[config.mk]
export PLATFORM = sky130hd
export DESIGN_NAME = buffer_stream_reader
export DESIGN_NICKNAME = d
export VERILOG_FILES = /design/src/rtl/buffer_stream_reader_pkg.sv /design/src/rtl/buffer_stream_reader_stream_fifo.sv /design/src/rtl/buffer_stream_reader.sv
export SDC_FILE = /design/constraint.sdc
export NUM_CORES = 1
export LEC_CHECK = 0
export CORE_ASPECT_RATIO = 0.8
export CORE_MARGIN = 10
export CORE_UTILIZATION = 59
export CTS_CLUSTER_SIZE = 30
export DETAILED_ROUTE_END_ITERATION = 7
export DONT_BUFFER_PORTS = 1
export PLACE_DENSITY = 0.75
export SYNTH_ARGS = -nofsm -noshare
export SYNTH_HDL_FRONTEND = slang
export SYNTH_SLANG_ARGS = --single-unit
[constraint.sdc]
create_clock -name clk -period 3.3 [get_ports clk]
set_clock_uncertainty 0.2 [all_clocks]
set_input_delay 0.33 -clock clk [delete_from_list [all_inputs] [get_ports clk]]
set_output_delay 0.33 -clock clk [all_outputs]
set_load 0.02 [all_outputs]
[src/rtl/buffer_stream_reader_pkg.sv]
// Shared constants, FSM state encoding and FIFO entry layout for buffer_stream_reader.
// The optional stride feature is selected with the BUF_RD_STRIDE_EN macro in the top file.
package buffer_stream_reader_pkg;

  localparam int N_PE        = 4;
  localparam int WID_PE_BITS = 8;
  localparam int ADDR_RAM    = 6;
  localparam int ROW_W       = N_PE * WID_PE_BITS;

  localparam int FIFO_DEPTH  = 4;
  localparam int FIFO_CNT_W  = $clog2(FIFO_DEPTH) + 1;

  typedef enum logic [1:0] {
    BRD_IDLE  = 2'd0,
    BRD_ISSUE = 2'd1,
    BRD_DRAIN = 2'd2
  } brd_state_e;

  // One FIFO entry: a full row plus its end-of-command tag.
  typedef struct packed {
    logic             last;
    logic [ROW_W-1:0] data;
  } row_t;

endpackage

[src/rtl/buffer_stream_reader_stream_fifo.sv]
// Show-ahead synchronous FIFO: rd_data presents the head entry combinationally, so a
// write followed by a pop costs no bubble. DEPTH must be a power of two.
module stream_fifo
  import buffer_stream_reader_pkg::*;
#(
  parameter int WIDTH = $bits(row_t),
  parameter int DEPTH = FIFO_DEPTH
) (
  input  logic                   clk,
  input  logic                   rst,
  input  logic                   wr_en,
  input  logic [WIDTH-1:0]       wr_data,
  input  logic                   rd_en,
  output logic [WIDTH-1:0]       rd_data,
  output logic                   empty,
  output logic                   full,
  output logic [$clog2(DEPTH):0] count
);

  localparam int PTR_W = $clog2(DEPTH);

  logic [WIDTH-1:0] mem [DEPTH];
  logic [PTR_W-1:0] wptr_q, wptr_d;
  logic [PTR_W-1:0] rptr_q, rptr_d;
  logic [PTR_W:0]   count_q, count_d;
  logic             wr_ok, rd_ok;

  assign empty   = (count_q == '0);
  assign full    = (count_q == (PTR_W + 1)'(DEPTH));
  assign count   = count_q;
  assign rd_data = mem[rptr_q];

  // NOTE: every signal written here gets a default first, so no path can infer a latch.
  always_comb begin
    wr_ok   = wr_en && !full;
    rd_ok   = rd_en && !empty;
    wptr_d  = wptr_q;
    rptr_d  = rptr_q;
    count_d = count_q;
    if (wr_ok) wptr_d = wptr_q + 1'b1;
    if (rd_ok) rptr_d = rptr_q + 1'b1;
    case ({wr_ok, rd_ok})
      2'b10:   count_d = count_q + 1'b1;
      2'b01:   count_d = count_q - 1'b1;
      default: count_d = count_q;
    endcase
  end

  // NOTE: flops use non-blocking assignments so every register samples pre-edge values.
  always_ff @(posedge clk) begin
    if (rst) begin
      wptr_q  <= '0;
      rptr_q  <= '0;
      count_q <= '0;
    end else begin
      wptr_q  <= wptr_d;
      rptr_q  <= rptr_d;
      count_q <= count_d;
    end
  end

  // NOTE: the storage array has no reset; count/empty decide which entries are meaningful.
  always_ff @(posedge clk) begin
    if (wr_ok) mem[wptr_q] <= wr_data;
  end

endmodule

[src/rtl/buffer_stream_reader.sv]
// Broadcast-port row reader: issues credit-limited reads and streams rows out over valid/ready.
// Define BUF_RD_STRIDE_EN to add the stride port; otherwise the address step is fixed at 1.
module buffer_stream_reader
  import buffer_stream_reader_pkg::*;
(
  input  logic                clk,
  input  logic                rst,
  input  logic                start,
  input  logic [ADDR_RAM-1:0] base_addr,
  input  logic [ADDR_RAM:0]   row_count,
`ifdef BUF_RD_STRIDE_EN
  input  logic [ADDR_RAM-1:0] stride,
`endif
  output logic                busy,
  output logic                done,
  output logic                buf_mode,
  output logic                m1_r_en,
  output logic [ADDR_RAM-1:0] m1_r_addr,
  input  logic [ROW_W-1:0]    m1_output_bus,
  output logic                out_valid,
  input  logic                out_ready,
  output logic [ROW_W-1:0]    out_data,
  output logic                out_last
);

  brd_state_e            state_q, state_d;
  logic [ADDR_RAM-1:0]   next_addr_q, next_addr_d;
  logic [ADDR_RAM-1:0]   hold_addr_q, hold_addr_d;
  logic [ADDR_RAM:0]     remaining_q, remaining_d;
  logic [FIFO_CNT_W-1:0] inflight_q, inflight_d;
  logic                  wr_pend_q, wr_pend_d;
  logic                  wr_last_q, wr_last_d;
  logic                  busy_q, busy_d;
  logic                  done_q, done_d;
  logic [ADDR_RAM-1:0]   step;

`ifdef BUF_RD_STRIDE_EN
  logic [ADDR_RAM-1:0]   stride_q, stride_d;
  assign step = stride_q;
`else
  assign step = ADDR_RAM'(1);
`endif

  row_t                  fifo_wdata, fifo_rdata;
  logic                  fifo_empty, fifo_full;
  logic [FIFO_CNT_W-1:0] fifo_count;
  logic [FIFO_CNT_W:0]   occupancy;
  logic                  credit_ok, issue, out_fire;

  // Rows already queued plus reads whose data has not landed yet; pops this cycle are ignored.
  assign occupancy = {1'b0, fifo_count} + {1'b0, inflight_q};
  assign credit_ok = !fifo_full && (occupancy < (FIFO_CNT_W + 1)'(FIFO_DEPTH));
  assign issue     = (state_q == BRD_ISSUE) && (remaining_q != '0) && credit_ok;

  assign m1_r_en   = issue;
  assign m1_r_addr = issue ? next_addr_q : hold_addr_q;
  assign busy      = busy_q;
  assign buf_mode  = busy_q;
  assign done      = done_q;

  assign fifo_wdata = {wr_last_q, m1_output_bus};
  assign out_valid  = !fifo_empty;
  assign out_data   = out_valid ? fifo_rdata.data : '0;
  assign out_last   = out_valid && fifo_rdata.last;
  assign out_fire   = out_valid && out_ready;

  stream_fifo #(
    .WIDTH ($bits(row_t)),
    .DEPTH (FIFO_DEPTH)
  ) u_fifo (
    .clk     (clk),
    .rst     (rst),
    .wr_en   (wr_pend_q),
    .wr_data (fifo_wdata),
    .rd_en   (out_ready),
    .rd_data (fifo_rdata),
    .empty   (fifo_empty),
    .full    (fifo_full),
    .count   (fifo_count)
  );

  always_comb begin
    state_d     = state_q;
    next_addr_d = next_addr_q;
    hold_addr_d = hold_addr_q;
    remaining_d = remaining_q;
    done_d      = 1'b0;
    wr_pend_d   = issue;
    wr_last_d   = issue && (remaining_q == (ADDR_RAM + 1)'(1));
`ifdef BUF_RD_STRIDE_EN
    stride_d    = stride_q;
`endif

    case (state_q)
      BRD_IDLE: begin
        // busy_q is still high in the done cycle, which keeps a back-to-back start out.
        if (start && !busy_q) begin
          next_addr_d = base_addr;
          remaining_d = row_count;
`ifdef BUF_RD_STRIDE_EN
          stride_d    = stride;
`endif
          if (row_count != '0) state_d = BRD_ISSUE;
          else                 done_d  = 1'b1;
        end
      end
      BRD_ISSUE: begin
        if (issue) begin
          hold_addr_d = next_addr_q;
          next_addr_d = next_addr_q + step;
          remaining_d = remaining_q - 1'b1;
          if (remaining_q == (ADDR_RAM + 1)'(1)) state_d = BRD_DRAIN;
        end
      end
      BRD_DRAIN: begin
        if ((inflight_q == '0) && out_fire && out_last) begin
          state_d = BRD_IDLE;
          done_d  = 1'b1;
        end
      end
      default: state_d = BRD_IDLE;
    endcase

    case ({issue, wr_pend_q})
      2'b10:   inflight_d = inflight_q + 1'b1;
      2'b01:   inflight_d = inflight_q - 1'b1;
      default: inflight_d = inflight_q;
    endcase

    busy_d = (state_d != BRD_IDLE) || (state_q == BRD_DRAIN);
  end

  always_ff @(posedge clk) begin
    if (rst) begin
      state_q     <= BRD_IDLE;
      next_addr_q <= '0;
      hold_addr_q <= '0;
      remaining_q <= '0;
      inflight_q  <= '0;
      wr_pend_q   <= 1'b0;
      wr_last_q   <= 1'b0;
      busy_q      <= 1'b0;
      done_q      <= 1'b0;
`ifdef BUF_RD_STRIDE_EN
      stride_q    <= '0;
`endif
    end else begin
      state_q     <= state_d;
      next_addr_q <= next_addr_d;
      hold_addr_q <= hold_addr_d;
      remaining_q <= remaining_d;
      inflight_q  <= inflight_d;
      wr_pend_q   <= wr_pend_d;
      wr_last_q   <= wr_last_d;
      busy_q      <= busy_d;
      done_q      <= done_d;
`ifdef BUF_RD_STRIDE_EN
      stride_q    <= stride_d;
`endif
    end
  end

endmodule

## Word-level counts from Yosys, hierarchy flattened

Memories as Yosys holds them, arrays and structs flattened. A register that Yosys moved wholly into a read port is not among the register bits.
Index checks and enable logic that the tools add are counted.

| word-level totals | value |
|---|---|
| register bits | 35 |
| bits in writable memories | 132 |
| word-level logic and storage cells | 81 |
| memories kept | 1 |

| operators by class | value |
|---|---|
| $add $sub $neg | 9 |
| magnitude comparators | 1 |
| equality and inequality tests | 10 |
| multiplexer cells | 24 |
| reductions and logical operators | 24 |

Memories:

| name | depth | bits a word | rd ports | clocked after Yosys merged registers in | wr ports | RTL line | RTL |
|---|---|---|---|---|---|---|---|
| u_fifo.mem | 4 | 33 | 1 | 1 | 1 | buffer_stream_reader_stream_fifo.sv:22 | `logic [WIDTH-1:0] mem [DEPTH];` |

Operators by type and width:

| cell | number |
|---|---|
| 32-bit 2-to-1 mux | 1 |
| 6-bit 2-to-1 mux | 3 |
| 2-bit 2-to-1 mux | 7 |
| 7-bit 2-to-1 mux | 2 |
| 7-bit one-hot mux with 2 select lines | 1 |
| 7-bit nonzero test | 2 |
| 3-bit one-hot mux with 2 select lines | 2 |
| 6-bit one-hot mux with 2 select lines | 1 |
| 1-bit logical AND | 10 |
| 2-bit nonzero test | 4 |
| 7-bit by 1-bit equality test with 1-bit output (second input constant) | 1 |
| 7-bit by 1-bit subtractor with 7-bit output (second input constant) | 1 |
| 3-bit by 1-bit adder with 3-bit output (second input constant) | 2 |
| 6-bit by 1-bit adder with 6-bit output (second input constant) | 1 |
| 2-bit by 1-bit equality test with 1-bit output (second input constant) | 3 |
| 2-bit equality test (second input constant) | 3 |
| 3-bit logical NOT | 2 |
| 2-bit one-hot mux with 3 select lines | 1 |
| 3-bit by 1-bit subtractor with 3-bit output (second input constant) | 2 |
| 1-bit 2-to-1 mux | 5 |
| 2-bit by 1-bit adder with 2-bit output (second input constant) | 2 |
| 3-bit by 3-bit adder with 4-bit output | 1 |
| 4-bit by 3-bit < comparator with 1-bit output (second input constant) | 1 |
| 2-bit != test (second input constant) | 2 |
| other kinds (6) | 8 |

## Longest topological paths before layout

Gate-level depths: netlist of run 1.

| depth | value |
|---|---|
| word-level depth | 9 |
| mapped depth | 12 |
| depth with buffers taken out | 10 |

## Hierarchy

Synthesis of run 1 repeated with hierarchy kept, for this count alone.

| second synthesis, totals | value |
|---|---|
| cells, all modules | 463 |
| area total of the unflattened synthesis | 7156.9 um^2 |

By module, submodules not included:

| module | instances | cells an instance | area an instance (um^2) | seq. area each (um^2) |
|---|---|---|---|---|
| stream_fifo | 1 | 227 | 5296.3 | 4144.0 |
| buffer_stream_reader | 1 | 236 | 1860.5 | 560.5 |

## Worst setup path before layout of run 1

OpenSTA, ideal clock, no wires.

| timing path | value |
|---|---|
| path kind | register to register |
| start point | reg u_fifo.count_q[0], in the netlist u_fifo.count[0] |
| end point | reg inflight_q[2] |
| setup time | 0.070 ns |
| arrival time | 2.382 ns |
| setup slack | 0.648 ns |
| cell stages (with the launch flop) | 12 |
| path buffers | 2 |
| clock period less this slack | 2.652 ns |
| path through | dfxtp_1 -> or3b_1 -> nand4_2 -> or2_1 -> buf_6 -> buf_6 -> ha_1 -> inv_1 -> fa_1 -> xor2_1 -> or3_1 -> a21oi_1 |

| on the way | value |
|---|---|
| word-level cells in the longest chain between the ends | 6 |
| elaborated cells on any way between the ends | 10 |

RTL lines:

| element | RTL line | RTL |
|---|---|---|
| start: declaration | buffer_stream_reader_stream_fifo.sv:25 | `logic [PTR_W:0] count_q, count_d;` |
| start signal: assignment | buffer_stream_reader_stream_fifo.sv:58 | `count_q <= count_d;` |
| 3-bit by 3-bit adder with 4-bit output or 3-bit equality test (tied branches) | buffer_stream_reader.sv:51, buffer_stream_reader_stream_fifo.sv:29 |  |
| 4-bit by 3-bit < comparator with 1-bit output or 1-bit logical NOT (tied branches) | buffer_stream_reader.sv:52 | `assign credit_ok = !fifo_full && (occupancy < (FIFO_CNT_W + 1)'(FIFO_DEPTH));` |
| 1-bit logical AND * | buffer_stream_reader.sv:52 |  |
| 1-bit logical AND * | buffer_stream_reader.sv:53 | `assign issue = (state_q == BRD_ISSUE) && (remaining_q != '0) && credit_ok;` |
| 2-bit by 1-bit equality test with 1-bit output or 2-bit equality test (tied branches) | buffer_stream_reader.sv:124 | `case ({issue, wr_pend_q})` |
| 3-bit one-hot mux with 2 select lines or 2-bit nonzero test (tied branches) | n/a |  |
| end signal: assignment | buffer_stream_reader.sv:152 | `inflight_q <= inflight_d;` |
| end: declaration | buffer_stream_reader.sv:30 | `logic [FIFO_CNT_W-1:0] inflight_q, inflight_d;` |

Every way passes the cells marked *; elsewhere a longest branch is shown, timed or not.
A chain may end at the register's enable or synchronous reset.

## Final worst setup path of run 1

| timing path | value |
|---|---|
| start point | reg state_q[0] |
| end point | out m1_r_addr[4] |

| on the way | value |
|---|---|
| word-level cells in the longest chain between the ends | 4 |

RTL lines:

| element | RTL line | RTL |
|---|---|---|
| start: declaration | buffer_stream_reader.sv:26 | `brd_state_e state_q, state_d;` |
| start signal: assignment | buffer_stream_reader.sv:148 | `state_q <= state_d;` |
| 2-bit by 1-bit equality test with 1-bit output | buffer_stream_reader.sv:53 |  |
| 1-bit logical AND (2 in a row) | buffer_stream_reader.sv:53 |  |
| 6-bit 2-to-1 mux | n/a |  |
| end: declaration | buffer_stream_reader.sv:18 | `output logic [ADDR_RAM-1:0] m1_r_addr,` |

Every way passes these cells.

==> flow_summary.ini, run 1 <==
[layout]
antenna_cells = 0
n_fill_cell = 733
instances_no_fill = 656
layout_commonest_cell = edfxtp_1
area_delta_synth_final_pct = 17.8
layout-drive-gt1-share_pct = 17.3
final_cell_mix = 132 x edfxtp_1, 46 x dlygate4sd3_1, 36 x and2_1
design_area_sq_mm = 0.00821
final_nets = 558

[route]
post_drt_wl_per_cell_um = 20.2
routed_wl_mm = 13.3
drtAntennaViolNets = 0
drt_iter0_markers = 263
vias = 3794
drtPass1Iterations = 5
viasPerCell = 5.78
remaining_drc_errors = 0

[clock_network]
ctsHoldBuffers = 47
cts.sinks = 169
cts.path.max_buffers = 2
numCtsBuffers = 17
cts_tree = done
cts_setup_buffers = 0
clk_latency_ps = 410
path_clk_slew_ps = 70
cts_root_buffer = clkbuf_16
post_cts_resize_count = 0
cts_htree_levels = 4

[sta]
worst_slack_ps = 422
finalSetupViolations = 0
max_slew.worst_pin.slew_ps = 924
hold_violations = 0
final_max_slew_viol_count = 0
rsz0062_at_grt = false
holdWs_ps = 22.0
finalCritPeriodShare_pct = 87.2
finalCriticalPeriod_ps = 2880
fmax_mhz = 348
setup_tns_ps = 0
slew_headroom_pct = 38.4

[pwr]
switching_share_pct = 28.0
ir_drop_mv = 0.560
clkPwrFrac_pct = 36.8
p_comb_share_pct = 20.1
p_leak_uw = 0.00276
p_per_area_mw_per_mm2 = 697
switchingPower_uw = 1600
intPower_uw = 4110
p_seq_share_pct = 43.1

[yosys]
synth-seq-cells = 169
synthFlopType = edfxtp_1
ys_seq_area_share_pct = 67.5
ys_warn_count = 0
yosys.cell_types.count = 52
async_flop_share_pct = 0
syn_inst = 448
synth_area_sq_mm = 0.00697
synth-edff-count = 132
synth_nets = 511
syn_area_per_cell_sq_um = 15.5

[global_route]
grt_start_max_net_pins = 37
grt_pass1_wl_mm = 20.7
overflow = 0
antenna_found_initial = 0
grt_use_total_pct = 16.3
grt_pass1_vias = 3975

[setup_path]
r2r_slack_ps = 450
endpoint_kind = output pin
arrival_ps = 2350
cp_max_fo = 12
startpoint_type = flop
rr_worst_depth = 7
worstPathRequired_ps = 2770
crit_type = flop to output pin

[run_status]
outcome = completed

[floorplanning]
ioPinCount = 93
dieWidth_um = 141
die_h_um = 117
initial_core_util_pct = 60.5
core.rowCount = 35
dieArea_sq_mm = 0.0166
core_sq_mm = 0.0115

[placement]
place.gp.congestion = 0.829
place_inst = 577
place_hpwl_mm = 8.36
placed_cell_area_sq_mm = 0.00709
port_buffers = 0
place_ws_ps = 746

[min_path]
holdCritPathClass = primary input to flop
hold_depth = 4

[run]
maxCapViolations = 0
-- cells in the mapped netlist, drive strengths merged, types with 2 or more instances --
cell	count	area share, %
nand3	9	0.65
nand3b	3	0.32
xnor2	2	0.25
nor2	23	1.2
clkbuf	17	0.92
a31oi	4	0.36
mux2	6	1.1
nand2	27	1.5
xor2	5	0.63
edfxtp	132	57
nand4	2	0.27
o31ai	2	0.22
o21ai	13	0.93
fa	2	0.57
and3	5	0.45
and2	36	3.2
dfxtp	37	11
nor3	6	0.43
nand2b	2	0.18
a21oi	19	1.4
inv	11	0.59
or4	2	0.22
or3	4	0.36
mux4	33	11
ha	12	2.2
or2	2	0.18
nor2b	7	0.95
buf	9	0.84
-- state kept, by name (all words and copies together), names as in the netlist, named ones only --
signal         cells
buf_mode           1
done               1
hold_addr_q        6
inflight_q         3
next_addr_q        6
remaining_q        7
state_q            2
u_fifo.count       3
u_fifo.mem       132
u_fifo.rptr_q      2
u_fifo.wptr_q      2
wr_last_q          1
wr_pend_q          1
-- stage by stage --
stage	total power, uW	util [%]
final	5720	71.3
after CTS	5780	71.3
after global routing	5960	71.3
after global placement	3580	61.5
after floorplan	3410	-
after detailed placement	3610	61.5
-- worst paths after layout --
path	startpoint	to
max	state_q[0]$_SDFF_PP0_	m1_r_addr[4]
min	row_count[2]	done$_SDFF_PP0_
max reg2reg	state_q[0]$_SDFF_PP0_	hold_addr_q[5]$_SDFFE_PP0N_
min reg2reg	remaining_q[6]$_SDFFE_PP0P_	remaining_q[6]$_SDFFE_PP0P_
-- cells by family (layout without fill, tap and decap cells) --
logic type      count (synthesis)  count (layout)  synth area share, %
flops                         169             169                 67.5
simple gates                  134             134                 10.6
compound gates                 47              47                 3.95
mux                            40              40                 11.9
buf+inv                        37              97                 2.35
fa+ha+maj                      14              14                 2.73
xor+xnor                        7               7                0.880
-- routing by layer --
| layer | vias to the layer above | GRT usage (%) | wire, um |
|---|---|---|---|
| met1 | 1907 | 19.4 | 5720 |
| met5 | - | 0 | 0 |
| met4 | 0 | 5.10 | 158 |
| met3 | 13 | 5.52 | 713 |
| li1 | 1778 | - | - |
| met2 | 96 | 27.7 | 6680 |
-- critical path: stages, from the launching register on --
cell,delay (ps)
dfxtp_1,440
and2b_1,400
nand4_2,190
or2_1,260
buf_4,200
mux2_1,430
-- power groups by stage --
stage                     combinational [uW]  clock [uW]  sequential (uW)
final                                   1150        2100             2460
after global routing                    1260        2230             2470
after CTS                               1180        2140             2460
after detailed placement                1100           0             2510
after global placement                  1080           0             2500
after floorplan                          929           0             2480
-- layout make-up --
type | instances | area (sq um) | area share, %
clock buffer | 17 | 425 | 5.18
timing repair buffer | 54 | 533 | 6.49
clock inverter | 15 | 213 | 2.59
multi-input combinational | 242 | 2100 | 25.6
sequential | 169 | 4710 | 57.4
inverter | 11 | 41.3 | 0.503
tap | 148 | 185 | 2.26
(Power assumes the default switching activity.)
==> run 2: changes to the inputs <==
--- a/config.mk
+++ b/config.mk
@@ -8,6 +8,7 @@
 export CORE_ASPECT_RATIO = 0.8
 export CORE_MARGIN = 10
 export CORE_UTILIZATION = 59
+export CTS_BUF_LIST = sky130_fd_sc_hd__clkbuf_2 sky130_fd_sc_hd__clkbuf_4 sky130_fd_sc_hd__clkbuf_8
 export CTS_CLUSTER_SIZE = 30
 export DETAILED_ROUTE_END_ITERATION = 7
 export DONT_BUFFER_PORTS = 1
==> constraint.sdc (replaced) <==
create_clock -name clk -period 3.2 [get_ports clk]
set_clock_uncertainty 0.2 [all_clocks]
set_input_delay 0.32 -clock clk [delete_from_list [all_inputs] [get_ports clk]]
set_output_delay 0.32 -clock clk [all_outputs]
set_load 0.02 [all_outputs]
==> run 2 against run 1 <==
Sequential power grew 3%. Worst hold slack gained 26 ps. Final area fell by 2.3%. Via count up 1.3%. Highest routed layer unchanged. Routed wire length up 0.57%. Count of clock-buffer cells in the layout did not move. Critical path depth unchanged. Non-clock buffer count rose by 4. First-iteration DRC count shrank 7.6%. Critical path type unchanged. Die area unchanged.
==> flow_summary.ini, run 2 (synthesized netlist as in run 1, its figures left out) <==
[run]
maxCapViolations = 0

[layout]
top_register = u_fifo.mem
area_delta_synth_final_pct = 15.1
finalCoreUtilization_pct = 69.6
final_nets = 562
top_regs = u_fifo.mem (132), remaining_q (7)
layout-drive-gt1-share_pct = 17.4
layout_commonest_cell = edfxtp_1
design_area_sq_mm = 0.00802
largest_register_ffs = 132
final_cell_mix = 132 x edfxtp_1, 47 x dlygate4sd3_1, 36 x and2_1

[sta]
finalSetupViolations = 0
slew_headroom_pct = 39.0
max_slew.worst_pin.slew_ps = 916
setup_tns_ps = 0
finalCritPeriodShare_pct = 90.6
finalCriticalPeriod_ps = 2900
hold_violations = 0
fmax_mhz = 345
rsz0062_at_grt = false
final_max_slew_viol_count = 0

[setup_path]
r2r_slack_ps = 340
worstPathRequired_ps = 2680
cp_cell_sequence = and2b_1 -> nand4_2 -> or2_1 -> buf_4 -> mux2_1
crit_type = flop to output pin
arrival_ps = 2380
endpoint_kind = output pin
slowest_delay_ps = 440
startpoint_type = flop
crit_buf_inv = 1
cp_slowest_cell = dfxtp_1
cpLargestDelayFamily = simple AND/OR/NAND/NOR gates
cp_max_fo = 12

[floorplanning]
dieWidth_um = 141
core.rowCount = 35
die_h_um = 117
ioPinCount = 93
core_sq_mm = 0.0115
initial_core_util_pct = 60.5
dieArea_sq_mm = 0.0166

[placement]
placed_cell_area_sq_mm = 0.00712
port_buffers = 0
place.gp.congestion = 0.826
place_hpwl_mm = 8.54

[run_status]
outcome = completed

[route]
drtAntennaViolNets = 0
post_drt_wl_per_cell_um = 20.2
vias = 3842
viasPerCell = 5.82
drtPass1Iterations = 5
drt_iter0_markers = 243
remaining_drc_errors = 0
routed_wl_mm = 13.3

[global_route]
grt_pass1_wl_mm = 21.1
grt_pass1_vias = 3988
overflow = 0
grt_start_max_net_pins = 37
antenna_found_initial = 0
grt_use_total_pct = 16.6

[clock_network]
cts_root_buffer = clkbuf_8
numCtsBuffers = 17
cts.sinks = 169
path_clk_slew_ps = 80
clk_latency_ps = 430
cts.path.max_buffers = 2
cts_setup_buffers = 0
cts_htree_levels = 4
cts_tree = done

[pwr]
ir_drop_mv = 0.609
p_per_area_mw_per_mm2 = 656
p_leak_uw = 0.00268

[min_path]
holdCritPathClass = primary input to flop
==> run 2: worst min-delay path: stages <==
cell	delay [ps]
nor4b_1	170
nand2_1	80
a211oi_1	60
==> run 2: area by class of cell <==
| type | instances | area [sq um] |
|---|---|---|
| flip-flops and latches | 169 | 4710 |
| fillers | 751 | 3500 |
| multi-input cells | 242 | 2100 |
| repair buffers | 58 | 578 |
| clock buffers | 17 | 234 |
| well taps | 148 | 185 |
| clock inverters | 14 | 170 |
| inverters | 11 | 41.3 |
| diodes | 1 | 2.50 |
==> run 2: report_power, final <==
group          leakage, uW  total [uW]  switching [uW]  internal, uW
combinational     0.000985        1200             739           464
sequential         0.00149        2540            76.5          2460
clock             0.000202        1520             743           774
==> run 2: what timing repair did <==
action                    4_1_cts  5_1_grt
hold buffers                   48        0
resized for setup               0        0
hold endpoints to repair      165        0
==> run 2: path summary, 6_finish.rpt <==
check                        start                     endpoint  depth (start not counted)
max reg2reg  state_q[0]$_SDFF_PP0_  hold_addr_q[1]$_SDFFE_PP0N_                          7
min reg2reg   wr_last_q$_SDFF_PP0_  u_fifo.mem[0][32]$_DFFE_PP_                          0
max          state_q[0]$_SDFF_PP0_                 m1_r_addr[4]                          5
min                          start              done$_SDFF_PP0_                          3
==> run 2: layer usage <==
metal | global-route usage [%] | part of all wire [%] | vias to the layer above
met3 | 4.76 | 5.0 | 19
met2 | 26.4 | 50 | 102
met1 | 20.9 | 43 | 1931
met4 | 7.68 | 1.9 | 0
li1 | - | - | 1790
met5 | 0 | 0 | -
==> run 2: per-stage QoR <==
stage	hold WS (ps)	total power (uW)	std cells	setup slack (ps)
floorplan	219	3520	448	548
global placement	189	3700	580	696
detailed placement	189	3740	580	597
CTS	19.3	5320	659	292
global route	41.5	5520	659	126
finish	48.4	5260	660	300
==> run 3: changes to the inputs <==
--- a/config.mk
+++ b/config.mk
@@ -12,7 +12,9 @@
 export CTS_CLUSTER_SIZE = 30
 export DETAILED_ROUTE_END_ITERATION = 7
 export DONT_BUFFER_PORTS = 1
+export MAX_ROUTING_LAYER = met4
 export PLACE_DENSITY = 0.75
+export SLEW_MARGIN = 5
 export SYNTH_ARGS = -nofsm -noshare
 export SYNTH_HDL_FRONTEND = slang
 export SYNTH_SLANG_ARGS = --single-unit
==> constraint.sdc (replaced) <==
create_clock -name clk -period 3.65 [get_ports clk]
set_clock_uncertainty 0.2 [all_clocks]
set_input_delay 0.365 -clock clk [delete_from_list [all_inputs] [get_ports clk]]
set_output_delay 0.365 -clock clk [all_outputs]
set_load 0.02 [all_outputs]
==> run 3 against run 2 <==
Core utilization shrank 0.36 points. Global-route usage grew 0.86 points. Routed wire length grew 1.6%. Largest cell class unchanged.
==> flow_summary.ini, run 3 (synthesized netlist as in run 1, its figures left out) <==
[layout]
largest_register_ffs = 132
top_regs = u_fifo.mem (132), remaining_q (7)
area_delta_synth_final_pct = 14.5
final_nets = 556
layout_commonest_cell = edfxtp_1
layout-drive-gt1-share_pct = 16.8
antenna_cells = 0
top_register = u_fifo.mem
final_cell_mix = 132 x edfxtp_1, 47 x dlygate4sd3_1, 36 x and2_1

[floorplanning]
core.rowCount = 35
core_sq_mm = 0.0115
dieArea_sq_mm = 0.0166
dieWidth_um = 141
initial_core_util_pct = 60.5
die_h_um = 117
ioPinCount = 93

[route]
wl_met3_um = 627
wl_met2_mm = 7.08
vias = 3799
post_drt_wl_per_cell_um = 20.7
viasPerCell = 5.81
drtAntennaViolNets = 0
drt_iter0_markers = 230
wl_met1_mm = 5.68
highest_layer = met4
drtPass1Iterations = 4
routed_wl_mm = 13.6
remaining_drc_errors = 0

[setup_path]
regToRegEndpoint = hold_addr_q[1]$_SDFFE_PP0N_
arrival_ps = 2410
cp_max_fo = 12
crit_type = flop to output pin
startpoint_type = flop
slowest_delay_ps = 450
crit_buf_inv = 1
rr_worst_depth = 7
cpLargestDelayFamily = simple AND/OR/NAND/NOR gates
r2r_start = state_q[0]$_SDFF_PP0_
r2r_slack_ps = 790
worstPathRequired_ps = 3080
endpoint_kind = output pin
cp_cell_sequence = and2b_1 -> nand4_2 -> or2_1 -> buf_4 -> mux2_1
cp_slowest_cell = dfxtp_1

[global_route]
grt_pass1_wl_mm = 21.3
grt_pass1_vias = 3960
overflow = 0
grt_use_total_pct = 17.5
grt_start_max_net_pins = 37
antenna_found_initial = 0

[pwr]
switchingPower_uw = 1420
p_leak_uw = 0.00266
p_per_area_mw_per_mm2 = 580
switching_share_pct = 30.6
intPower_uw = 3210
clkPwrFrac_pct = 29.3
p_seq_share_pct = 48.8
p_comb_share_pct = 21.9
power.total_uw = 4630
ir_drop_mv = 0.303

[sta]
max_slew.worst_pin.slew_ps = 923
setup_tns_ps = 0
slew_headroom_pct = 38.5
fmax_mhz = 336
finalCriticalPeriod_ps = 2980
hold_violations = 0
worst_slack_ps = 672
finalCritPeriodShare_pct = 81.6
rsz0062_at_grt = false
holdWs_ps = 35.7
final_max_slew_viol_count = 0
finalSetupViolations = 0

[run_status]
outcome = completed

[placement]
place_ws_ps = 1080
place.gp.congestion = 0.797
port_buffers = 0
place_hpwl_mm = 8.37

[clock_network]
post_cts_resize_count = 0
cts_tree = done
numCtsBuffers = 17
cts_setup_buffers = 0
cts_htree_levels = 4
clk_latency_ps = 450
cts_root_buffer = clkbuf_8
cts.path.max_buffers = 2
ctsHoldBuffers = 48
path_clk_slew_ps = 90
cts.sinks = 169

[min_path]
hp-start = row_count[4]
hold_depth = 3
whs_endpoint = remaining_q[4]$_SDFFE_PP0P_
holdCritPathClass = primary input to flop

[run]
maxCapViolations = 0
-- run 3: layer usage --
layer / vias up / GRT usage, %
met1: 1899 / 20.7
met5: - / -
met4: 0 / 6.59
met3: 16 / 4.92
li1: 1774 / -
met2: 110 / 28.3
-- run 3: how the worst max path moves through the flow --
| stage | from | end | slack, ps | cells past startpoint |
|---|---|---|---|---|
| after global routing | state_q[0]$_SDFF_PP0_ | m1_r_addr[4] | 530 | 5 |
| after detailed placement | u_fifo.count[2]$_SDFFE_PP0P_ | inflight_q[2]$_SDFFE_PP0P_ | 1080 | 9 |
| after CTS | state_q[0]$_SDFF_PP0_ | m1_r_addr[4] | 680 | 5 |
| after floorplan | u_fifo.count[0]$_SDFFE_PP0P_ | inflight_q[2]$_SDFFE_PP0P_ | 1000 | 11 |
| final | state_q[0]$_SDFF_PP0_ | m1_r_addr[0] | 670 | 5 |
| after global placement | u_fifo.count[2]$_SDFFE_PP0P_ | inflight_q[2]$_SDFFE_PP0P_ | 1150 | 9 |
-- run 3: final cells by class --
type | instances | area (sq um)
repair buffers | 52 | 533
clock inverters | 13 | 161
well taps | 148 | 185
clock buffers | 19 | 249
multi-input cells | 242 | 2100
inverters | 11 | 41.3
fillers | 760 | 3540
flip-flops and latches | 169 | 4710
-- run 3: stage by stage --
step | util (%) | area, sq um | cells
2_1_floorplan | - | 6970 | 448
3_3_place_gp | 61.5 | 7080 | 574
3_5_place_dp | 61.5 | 7080 | 574
4_1_cts | 69.3 | 7980 | 654
5_1_grt | 69.3 | 7980 | 654
6_report | 69.3 | 7980 | 654
-- run 3: power by group through the flow --
stage                     Clock (uW)  Sequential (uW)  Combinational (uW)
final                           1350             2260                1010
after global routing            1470             2280                1110
after CTS                       1380             2260                1030
after detailed placement           0             2310                 962
after global placement             0             2300                 945
after floorplan                    0             2240                 840
-- run 3: worst min-delay path: cells and delay by family --
kind | cells | cell delay (ps)
AO/OA/AOI/OAI | 2 | 230
AND/OR/NAND/NOR | 1 | 60
